## src/rtl/bsg_axi_stream_pack_pkg.sv

```systemverilog
// Shared definitions for the AXI-stream frame packer and unpacker:
// the default terminator payload and the sticky error-bit layout.
package bsg_axi_stream_pack_pkg;

    localparam logic [31:0] sentinel_default_c = 32'hdeadbeef;

    localparam int err_width_c = 3;
    localparam int e_sentinel  = 0;
    localparam int e_empty     = 1;
    localparam int e_overrun   = 2;

    typedef logic [err_width_c-1:0] err_vec_t;

endpackage

```

## src/rtl/bsg_axi_stream_unpacker_cnt.sv

```systemverilog
// Saturating beat counter with async reset and synchronous clear.
module bsg_axi_stream_unpacker_cnt #(
    parameter int width_p   = 2,
    parameter int max_val_p = 3
) (
    input  logic               clk_i,
    input  logic               reset_i,
    input  logic               clear_i,
    input  logic               up_i,
    output logic [width_p-1:0] count_o,
    output logic               at_max_o
);

    localparam logic [width_p-1:0] max_c = width_p'(max_val_p);

    logic [width_p-1:0] count_q, count_d;

    always_comb begin
        count_d = count_q;
        if (clear_i)
            count_d = '0;
        else if (up_i && (count_q != max_c))
            count_d = count_q + 1'b1;
    end

    always_ff @(posedge clk_i or posedge reset_i) begin
        if (reset_i) count_q <= '0;
        else         count_q <= count_d;
    end

    assign count_o  = count_q;
    assign at_max_o = (count_q == max_c);

endmodule

```

## src/rtl/bsg_axi_stream_unpacker_hold.sv

```systemverilog
// One-entry hold register. Only the valid bit is reset; the payload is
// don't-care whenever valid is low.
module bsg_axi_stream_unpacker_hold #(
    parameter int width_p = 32
) (
    input  logic               clk_i,
    input  logic               reset_i,
    input  logic               load_i,
    input  logic               drop_i,
    input  logic [width_p-1:0] data_i,
    output logic               v_o,
    output logic [width_p-1:0] data_o
);

    logic               v_q,    v_d;
    logic [width_p-1:0] data_q, data_d;

    always_comb begin
        v_d    = v_q;
        data_d = data_q;
        if (load_i) begin
            v_d    = 1'b1;
            data_d = data_i;
        end else if (drop_i) begin
            v_d    = 1'b0;
        end
    end

    always_ff @(posedge clk_i or posedge reset_i) begin
        if (reset_i) v_q <= 1'b0;
        else         v_q <= v_d;
    end

    always_ff @(posedge clk_i) begin
        data_q <= data_d;
    end

    assign v_o    = v_q;
    assign data_o = data_q;

endmodule

```

## src/rtl/bsg_axi_stream_unpacker.sv

```systemverilog
// Strips the packer's terminator beat and moves last onto the preceding
// data beat; flags sentinel mismatch, empty frame and overrun as sticky errors.
module bsg_axi_stream_unpacker
    import bsg_axi_stream_pack_pkg::*;
#(
    parameter int                 width_p    = 32,
    parameter int                 max_len_p  = 4,
    parameter logic [width_p-1:0] sentinel_p = width_p'(sentinel_default_c)
) (
    input  logic                   clk_i,
    input  logic                   reset_i,
    input  logic                   v_i,
    input  logic                   last_i,
    input  logic [width_p-1:0]     data_i,
    output logic                   ready_o,
    output logic                   v_o,
    output logic                   last_o,
    output logic [width_p-1:0]     data_o,
    input  logic                   ready_i,
    output logic [err_width_c-1:0] error_o,
    input  logic                   error_clear_i
);

    localparam int cnt_w = $clog2(max_len_p);

    logic               hold_v;
    logic [width_p-1:0] hold_data;
    logic [cnt_w-1:0]   cnt_q;
    logic               cnt_at_max;
    logic               accept, data_acc, term_acc;
    err_vec_t           err_q, err_d, err_set;

    assign ready_o  = ~hold_v | ready_i;
    assign accept   = v_i & ready_o;
    assign data_acc = accept & ~last_i;
    assign term_acc = accept &  last_i;

    // A held beat waits for its successor so it knows whether it ends the packet.
    assign v_o    = hold_v & v_i;
    assign last_o = last_i;
    assign data_o = hold_data;

    bsg_axi_stream_unpacker_hold #(
        .width_p (width_p)
    ) hold (
        .clk_i   (clk_i),
        .reset_i (reset_i),
        .load_i  (data_acc),
        .drop_i  (term_acc),
        .data_i  (data_i),
        .v_o     (hold_v),
        .data_o  (hold_data)
    );

    bsg_axi_stream_unpacker_cnt #(
        .width_p   (cnt_w),
        .max_val_p (max_len_p - 1)
    ) beat_cnt (
        .clk_i    (clk_i),
        .reset_i  (reset_i),
        .clear_i  (term_acc),
        .up_i     (data_acc),
        .count_o  (cnt_q),
        .at_max_o (cnt_at_max)
    );

    always_comb begin
        err_set             = '0;
        err_set[e_sentinel] = term_acc & (data_i != sentinel_p);
        err_set[e_empty]    = term_acc & ~hold_v;
        err_set[e_overrun]  = data_acc & cnt_at_max;
        // Set has priority over clear so a same-cycle error is never lost.
        err_d = (error_clear_i ? err_vec_t'(0) : err_q) | err_set;
    end

    always_ff @(posedge clk_i or posedge reset_i) begin
        if (reset_i) err_q <= '0;
        else         err_q <= err_d;
    end

    assign error_o = err_q;

endmodule

```

## config.mk

```make
export PLATFORM = sky130hd
export DESIGN_NAME = bsg_axi_stream_unpacker
export DESIGN_NICKNAME = d
export VERILOG_FILES = /design/src/rtl/bsg_axi_stream_pack_pkg.sv /design/src/rtl/bsg_axi_stream_unpacker_cnt.sv /design/src/rtl/bsg_axi_stream_unpacker_hold.sv /design/src/rtl/bsg_axi_stream_unpacker.sv
export SDC_FILE = /design/constraint.sdc
export NUM_CORES = 1
export LEC_CHECK = 0
export ABC_AREA = 1
export CAP_MARGIN = 20
export CORE_MARGIN = 2
export CORE_UTILIZATION = 38
export CTS_CLUSTER_DIAMETER = 150
export DETAILED_ROUTE_END_ITERATION = 6
export PLACE_DENSITY_LB_ADDON = 0.05
export RECOVER_POWER = 100
export SLEW_MARGIN = 30
export SYNTH_ARGS = -nofsm -noshare
export SYNTH_HDL_FRONTEND = slang
export SYNTH_SLANG_ARGS = --single-unit
```

## constraint.sdc

```tcl
create_clock -name clk_i -period 1.74 [get_ports clk_i]
set_input_delay 0.261 -clock clk_i [delete_from_list [all_inputs] [get_ports clk_i]]
set_output_delay 0.261 -clock clk_i [all_outputs]
set_load 0.01 [all_outputs]
```

==> results of run 1 <==
==> logic make-up (layout without fill, tap and decap cells) <==
| group | count (synthesis) | after routing | share of synthesized area (%) |
|---|---|---|---|
| buffers and inverters | 16 | 102 | 4.509 |
| adders and majority gates | 1 | 1 | 0.8840 |
| AOI/OAI and AO/OA | 5 | 5 | 2.741 |
| DFF | 38 | 38 | 78.51 |
| and+or+nand+nor | 44 | 44 | 13.35 |
==> worst max-delay path: stages <==
cell             delay (ns)
clkdlybuf4s50_1        0.48
nand2_1                0.06
inv_1                  0.05
clkdlybuf4s50_1        0.52
==> Yosys cell counts <==
cell type   n
nor2_4      1
nand3_1     1
o211ai_1    1
nand2_4     1
nor2_2      1
a21oi_1     1
dfrtp_1     6
a22o_1      2
o21ai_2     1
nand2_1    28
edfxtp_1   32
buf_4       1
nor2_1     10
nand2_2     2
inv_1      15
ha_1        1
==> report_power, final <==
part / switching, mW / internal [mW]
Clock: 0.305 / 0.422
Sequential: 0.0238 / 1.05
Combinational: 0.124 / 0.149
Total: 0.452 / 1.62
==> path summary, 6_finish.rpt <==
check                                      from                   endpoint
min in group clk_i         error_o[0]$_DFF_PP0_       error_o[0]$_DFF_PP0_
min                                     reset_i       error_o[2]$_DFF_PP0_
max                                         v_i                        v_o
max in group asynchronous               reset_i       hold.v_o$_DFFE_PP0P_
max reg2reg                hold.v_o$_DFFE_PP0P_  hold.data_o[22]$_DFFE_PP_
min reg2reg                error_o[0]$_DFF_PP0_       error_o[0]$_DFF_PP0_
==> flip-flops by register name, summed over array words and instances, names as in the netlist <==
signal and count:
hold.data_o 32, error_o 3, beat_cnt.count_o 2, hold.v_o 1
==> per-layer routing <==
metal / part of all wire, % / up-vias
li1: - / 514
met3: 10 / 6
met4: 2.0 / 0
met5: 0 / -
met1: 34 / 459
met2: 54 / 48
==> area by class of cell <==
cell class,count,share of cell area (%)
sequential,38,47.49
timing repair buffer,79,33.16
multi-input combinational,50,9.733
clock buffer,5,2.941
tap,48,2.567
inverter,15,2.406
clock inverter,3,1.711
==> metrics, run 1 <==
status=complete, no violations; max-cap violation count=0; core area=3633 um^2; Yosys reg bits=38; Register Area=1111 um^2; Synth cell types=16; Leakage=0.9476 nW; area grow syn2layout=65.34%; power per cell area=886.5 nW/um^2; multi-input logic area=227.7 um^2; fin cells=238; VDD IR-drop max=0.5777 mV; largest buffer count on any clock path=2; CTS Buf Count=5; critical path startpoint category=input pin; Worst-path clk slew=0.07 ns; final WL=2898 um; DP Wirelength=2257 um; critical path endpoint category=output port; Post-Place Worst Slack=0.08672 ns; type of the tightest min-delay check=in -> async; fin. max-slew vios=0; Die Ht=65.03 um; Fin. Hold Viols=0; worst hold margin=0.3158 ns; drt first pass iters=4; Slew @ Worst Pin=0.4298 ns; critical path class=in -> out; Syn Area/Cell=13.61 um^2; WL/cell=12.18 um; post-CTS resize count=0; Die ar.=4228 um^2; Fin Clk Skew=0.005644 ns; Final #Nets=228; Core Util, Final=64.39%; Placement Cell Area=2273 um^2; number of buffers added on ports=75; Residual DRC=0; CTS tree=done; vias=1027; first-pass GRT wire length=4602 um; yosys warns=0; Post-Synthesis Cells=104; critical path required time=1.48 ns; Final min period=1.631 ns; layout cells sized above 1=7.895%; GR Util met1=15.09%; antenna cell count=0; f_max=0.6130 GHz; Initial Utilization=38.95%; largest net degree at the start of global routing=19; initial antenna violation count=0; Die X=65.03 um; crit-path max FO=2; row count=22; DP Cell Count=230; Synth top area share=67.90%; grt total ovfl=0; unrepaired setup endpoints after global routing=no; fillers=303; H-tree Lvls=2; Worst R2R Path Depth=4; number of vias per cell=4.315; root buffer cell=clkbuf_8; GP Congestion=0.7290; sequential element share of the synthesized area=78.51%; Synth area leaders=edfxtp_1 68%, dfrtp_1 11%, nand2_1 7.4%; final setup vio count=0; headroom to the max-slew limit=71.34%; commonest non-fill, non-tap cell in the layout=dlygate4sd3_1; IO Pins=76; Syn Nets=143; Post CTS Setup Buffer Count=0; number of global-route vias before repair=1050; cts hold-fix bufs=0; GR Util met3=7.292%; Post-Synthesis Cell Area=1415 um^2; final period utilization=93.76%; TritonCTS Sinks=38; met2 Track Usage GR=26.42%; Total GRT Usage=15.13%; initial drt markers=30; Pwr Total=2.074 mW; latest clock arrival within the worst-skew pair=0.29 ns; design area=2340 um^2; Reg2Reg Setup Slack=0.28 ns; setup TNS=0 ns; most frequent cells in the layout=69 x dlygate4sd3_1, 32 x edfxtp_1, 30 x nand2_1, 15 x inv_1, 11 x nor2_1; GRT busiest layer=met2; Routed Antenna Nets=0; Synth area leader=edfxtp_1; Data arrival, critical path=1.37 ns; Final WS setup=0.1086 ns
No activity file was read; power rests on OpenSTA's default activity.
==> inputs of run 2 (changes only) <==
--- a/config.mk
+++ b/config.mk
@@ -7,7 +7,6 @@
 export LEC_CHECK = 0
 export ABC_AREA = 1
 export CAP_MARGIN = 20
-export CORE_MARGIN = 2
 export CORE_UTILIZATION = 38
 export CTS_CLUSTER_DIAMETER = 150
 export DETAILED_ROUTE_END_ITERATION = 6
==> run 2 against run 1 <==
Combinational power increased by 1%; largest cell class unchanged; critical path depth unchanged; core utilization increased by 3.9 points; highest routed layer unchanged.
==> metrics, run 2 (synthesis gave the netlist of run 1 again) <==
status=complete, no violations; final period utilization=94.89%; critical path startpoint category=input pin; CTS tree=done; CP max-delay cell=clkdlybuf4s50_1; Die X=63.03 um; fin. max-slew vios=0; Worst R2R Path Depth=4; Worst-path clk slew=0.07 ns; root buffer cell=clkbuf_8; CP delay by family, top=buffers and inverters; VDD IR-drop max=0.4507 mV; initial drt markers=17; Fin Clk Skew=0.004118 ns; unrepaired setup endpoints after global routing=no; max-cap violation count=0; r2r endpoint=hold.data_o[0]$_DFFE_PP_; Post-Place Worst Slack=0.08735 ns; Final #Nets=228; Core Util, Final=68.30%; final WL=2884 um; drt first pass iters=2; max FFs per register=32; largest buffer count on any clock path=2; most frequent cells in the layout=69 x dlygate4sd3_1, 32 x edfxtp_1, 28 x nand2_1, 15 x inv_1, 12 x nor2_1; Residual DRC=0; Fin. Hold Viols=0; final setup vio count=0; core area=3442 um^2; grt total ovfl=0; cts hold-fix bufs=0; Die ar.=3972 um^2; CP peak stage delay=0.54 ns; Setup crit start=ready_i; reg2reg start=hold.v_o$_DFFE_PP0P_; f_max=0.6056 GHz; IO Pins=76; post-CTS resize count=0; power per cell area=876.9 nW/um^2; largest net degree at the start of global routing=20; crit path to=ready_o; layout cells sized above 1=7.895%; Data arrival, critical path=1.39 ns; DP Wirelength=2243 um; H-tree Lvls=2; initial antenna violation count=0; worst hold margin=0.3239 ns; Slew @ Worst Pin=0.4060 ns; Total GRT Usage=16.63%; antenna cell count=0; critical path required time=1.48 ns; TritonCTS Sinks=38; latest clock arrival within the worst-skew pair=0.28 ns; Pwr Total=2.062 mW; setup TNS=0 ns; Leakage=0.9516 nW; commonest non-fill, non-tap cell in the layout=dlygate4sd3_1; Post CTS Setup Buffer Count=0; row count=21; stages on the worst setup path=4; Die Ht=63.03 um; Reg2Reg Setup Slack=0.19 ns; area grow syn2layout=66.14%; number of buffers added on ports=75; number of global-route vias before repair=1073; GP Congestion=0.7074; Initial Utilization=41.11%; first-pass GRT wire length=4850 um; WL/cell=12.22 um; crit path cell chain=clkdlybuf4s50_1 > inv_1 > nand2_2 > clkdlybuf4s50_1; crit-path max FO=3; Final WS setup=0.08883 ns; vias=1029; type of the tightest min-delay check=in -> async; number of vias per cell=4.360; most used cell, CP=clkdlybuf4s50_1; critical path class=in -> out; critical path endpoint category=output port; headroom to the max-slew limit=72.94%; CTS Buf Count=5; Routed Antenna Nets=0; crit path buf inv count=3; Final min period=1.651 ns
run 2: changes by cell type in the layout (fill, tap and decap cells not counted), sizes merged:
cell    change
clkbuf      -1
buf         +1
run 2: where the power goes:
part | switching [mW] | internal [mW]
clock | 0.287 | 0.421
sequential | 0.0254 | 1.05
combinational | 0.124 | 0.152
run 2: worst min-delay path by stage:
stage / slack [ns] / to / from
after floorplan: 0.05 / beat_cnt.count_o[0]$_DFFE_PP0P_ / reset_i
after global placement: 0.47 / error_o[0]$_DFF_PP0_ / error_o[0]$_DFF_PP0_
after detailed placement: 0.49 / beat_cnt.count_o[1]$_DFFE_PP0P_ / beat_cnt.count_o[1]$_DFFE_PP0P_
after CTS: 0.18 / error_o[0]$_DFF_PP0_ / reset_i
after global routing: 0.34 / error_o[0]$_DFF_PP0_ / reset_i
final: 0.32 / error_o[0]$_DFF_PP0_ / reset_i
run 2: cell type report:
type                            instances  area (um^2)
Multi-Input combinational cell         50        230.2
Tap cell                               46        57.56
Inverter                               15        56.30
Timing Repair Buffer                   79        787.0
Clock inverter                          3        40.04
Fill cell                             262         1091
Clock buffer                            5        68.82
Sequential cell                        38         1111
run 2: per-layer routing:
| metal | vias to the layer above | GRT usage (%) | wire length [um] |
|---|---|---|---|
| met1 | 465 | 17.97 | 1168 |
| met4 | 0 | 7.849 | 56 |
| li1 | 513 | - | - |
| met2 | 44 | 28.49 | 1452 |
| met3 | 7 | 6.204 | 206 |
| met5 | - | 0 | 0 |
run 2: through the flow:
step	cell area, um^2	std cells
floorplan	1415	104
global placement	2271	228
detailed placement	2271	228
CTS	2380	236
global route	2351	236
finish	2351	236
==> inputs of run 3 (changes only) <==
--- a/config.mk
+++ b/config.mk
@@ -7,7 +7,8 @@
 export LEC_CHECK = 0
 export ABC_AREA = 1
 export CAP_MARGIN = 20
-export CORE_UTILIZATION = 38
+export CORE_MARGIN = 4
+export CORE_UTILIZATION = 41
 export CTS_CLUSTER_DIAMETER = 150
 export DETAILED_ROUTE_END_ITERATION = 6
 export PLACE_DENSITY_LB_ADDON = 0.05
==> constraint.sdc (replaced) <==
create_clock -name clk_i -period 2.06 [get_ports clk_i]
set_input_delay 0.309 -clock clk_i [delete_from_list [all_inputs] [get_ports clk_i]]
set_output_delay 0.309 -clock clk_i [all_outputs]
set_load 0.01 [all_outputs]
==> run 3 against run 2 <==
Critical path depth stayed put; sequential power decreased by 16%; hold slack gained 0.0022 ns; core utilization fell by 0.59 points; largest cell class unchanged; cell count shrank 0.85%; clock power decreased by 50%; design area is 3.9% lower.
==> metrics, run 3 (synthesis gave the netlist of run 1 again) <==
CP peak stage delay=0.62 ns; final WL=2974 um; setup TNS=0 ns; number of vias per cell=4.380; Core Util, Final=67.72%; type of the tightest min-delay check=in -> async; Cell Int Power=1.137 mW; NetSw=348.8 uW; max-cap violation count=0; switching share of power=23.48%; Routed Antenna Nets=0; Total GRT Usage=15.26%; Comb pwr share=14.9%; f_max=0.5481 GHz; GP Congestion=0.6827; Worst-path clk slew=0.10 ns; Post-Place Worst Slack=0.2434 ns; final period utilization=88.57%; area grow syn2layout=59.68%; grt total ovfl=0; largest buffer count on any clock path=2; unrepaired setup endpoints after global routing=no; Pwr Total=1.486 mW; drt first pass iters=4; Fin Clk Skew=0.008669 ns; critical path required time=1.75 ns; Final WS setup=0.2355 ns; power per cell area=657.4 nW/um^2; largest net degree at the start of global routing=22; headroom to the max-slew limit=49.05%; fin. max-slew vios=0; cts hold-fix bufs=0; design area=2260 um^2; first-pass GRT wire length=4850 um; core area=3337 um^2; post-CTS resize count=0; Leakage=0.9070 nW; number of global-route vias before repair=992; number of buffers added on ports=75; Worst R2R Path Depth=4; latest clock arrival within the worst-skew pair=0.33 ns; most frequent cells in the layout=71 x dlygate4sd3_1, 32 x edfxtp_1, 31 x nand2_1, 15 x inv_1, 11 x nor2_1; critical path startpoint category=input pin; Sequential Power Share=61.1%; Post CTS Setup Buffer Count=0; Final #Nets=226; Data arrival, critical path=1.52 ns; final setup vio count=0; root buffer cell=clkbuf_4; DP Wirelength=2394 um; Placement Cell Area=2231 um^2; Setup crit start=ready_i; VDD IR-drop max=0.3685 mV; antenna cell count=0; commonest non-fill, non-tap cell in the layout=dlygate4sd3_1; initial drt markers=43; Die X=66.75 um; row count=21; max FFs per register=32; critical path class=in -> out; Fin. Hold Viols=0; Final min period=1.825 ns; initial antenna violation count=0; IO Pins=76; vias=1025; critical path endpoint category=output port; status=complete, no violations; layout cells sized above 1=4.787%; CTS Buf Count=5; crit path cell chain=clkdlybuf4s50_1 > inv_1 > nand2_1 > dlygate4sd3_1; Slew @ Worst Pin=0.7642 ns; Initial Utilization=42.41%; WL/cell=12.71 um; crit-path max FO=3; share of power burned in the clock network=24.0%; H-tree Lvls=2; CP max-delay cell=dlygate4sd3_1; Die Ht=66.75 um; CTS tree=done; Die ar.=4456 um^2; reg2reg start=hold.v_o$_DFFE_PP0P_; TritonCTS Sinks=38; Residual DRC=0
==> run 3: changes by cell type in the layout (fill, tap and decap cells not counted), sizes merged <==
cell and delta:
buf -2, clkdlybuf4s50 -2, dlygate4sd3 +2, bufinv -1
clkbuf +1
==> run 3: power groups by stage <==
stage | Sequential [mW] | Clock (mW) | Combinational, mW
global route | 0.913 | 0.420 | 0.248
CTS | 0.910 | 0.375 | 0.260
finish | 0.908 | 0.356 | 0.222
detailed placement | 0.926 | 0 | 0.259
global placement | 0.924 | 0 | 0.251
floorplan | 0.942 | 0 | 0.0720
==> run 3: final cells by class <==
| type | instances | area, um^2 |
|---|---|---|
| clock buffers | 6 | 41.29 |
| repair buffers | 77 | 759.5 |
| multi-input cells | 50 | 225.2 |
| well taps | 46 | 57.56 |
| fillers | 272 | 1077 |
| flip-flops and latches | 38 | 1111 |
| clock inverters | 2 | 8.758 |
| inverters | 15 | 56.30 |
==> run 3: path summary, 6_finish.rpt <==
check	end	slack [ns]
min in group clk_i	beat_cnt.count_o[0]$_DFFE_PP0P_	0.51
max in group asynchronous	hold.v_o$_DFFE_PP0P_	1.55
setup reg to reg	hold.data_o[13]$_DFFE_PP_	0.38
hold / removal	beat_cnt.count_o[0]$_DFFE_PP0P_	0.33
hold reg to reg	beat_cnt.count_o[0]$_DFFE_PP0P_	0.51
setup / recovery	ready_o	0.24
==> run 3: stage by stage <==
stage | hold WS, ns | instances
floorplan | 0.09996 | 104
detailed placement | 0.4863 | 226
global route | 0.3145 | 234
global placement | 0.4668 | 226
CTS | 0.1757 | 234
finish | 0.3262 | 234
==> run 3: routing by layer <==
| metal | track usage [%] | wire length (um) | vias to the layer above |
|---|---|---|---|
| met5 | 0 | 0 | - |
| met2 | 24.88 | 1540 | 43 |
| li1 | - | - | 514 |
| met3 | 6.914 | 290 | 6 |
| met4 | 5.330 | 39 | 0 |
| met1 | 17.68 | 1104 | 462 |
==> run 3: critical path: cells and delay by family <==
| kind | cells | cell delay, ns |
|---|---|---|
| buffers and inverters | 3 | 1.11 |
| and+or+nand+nor | 1 | 0.09 |
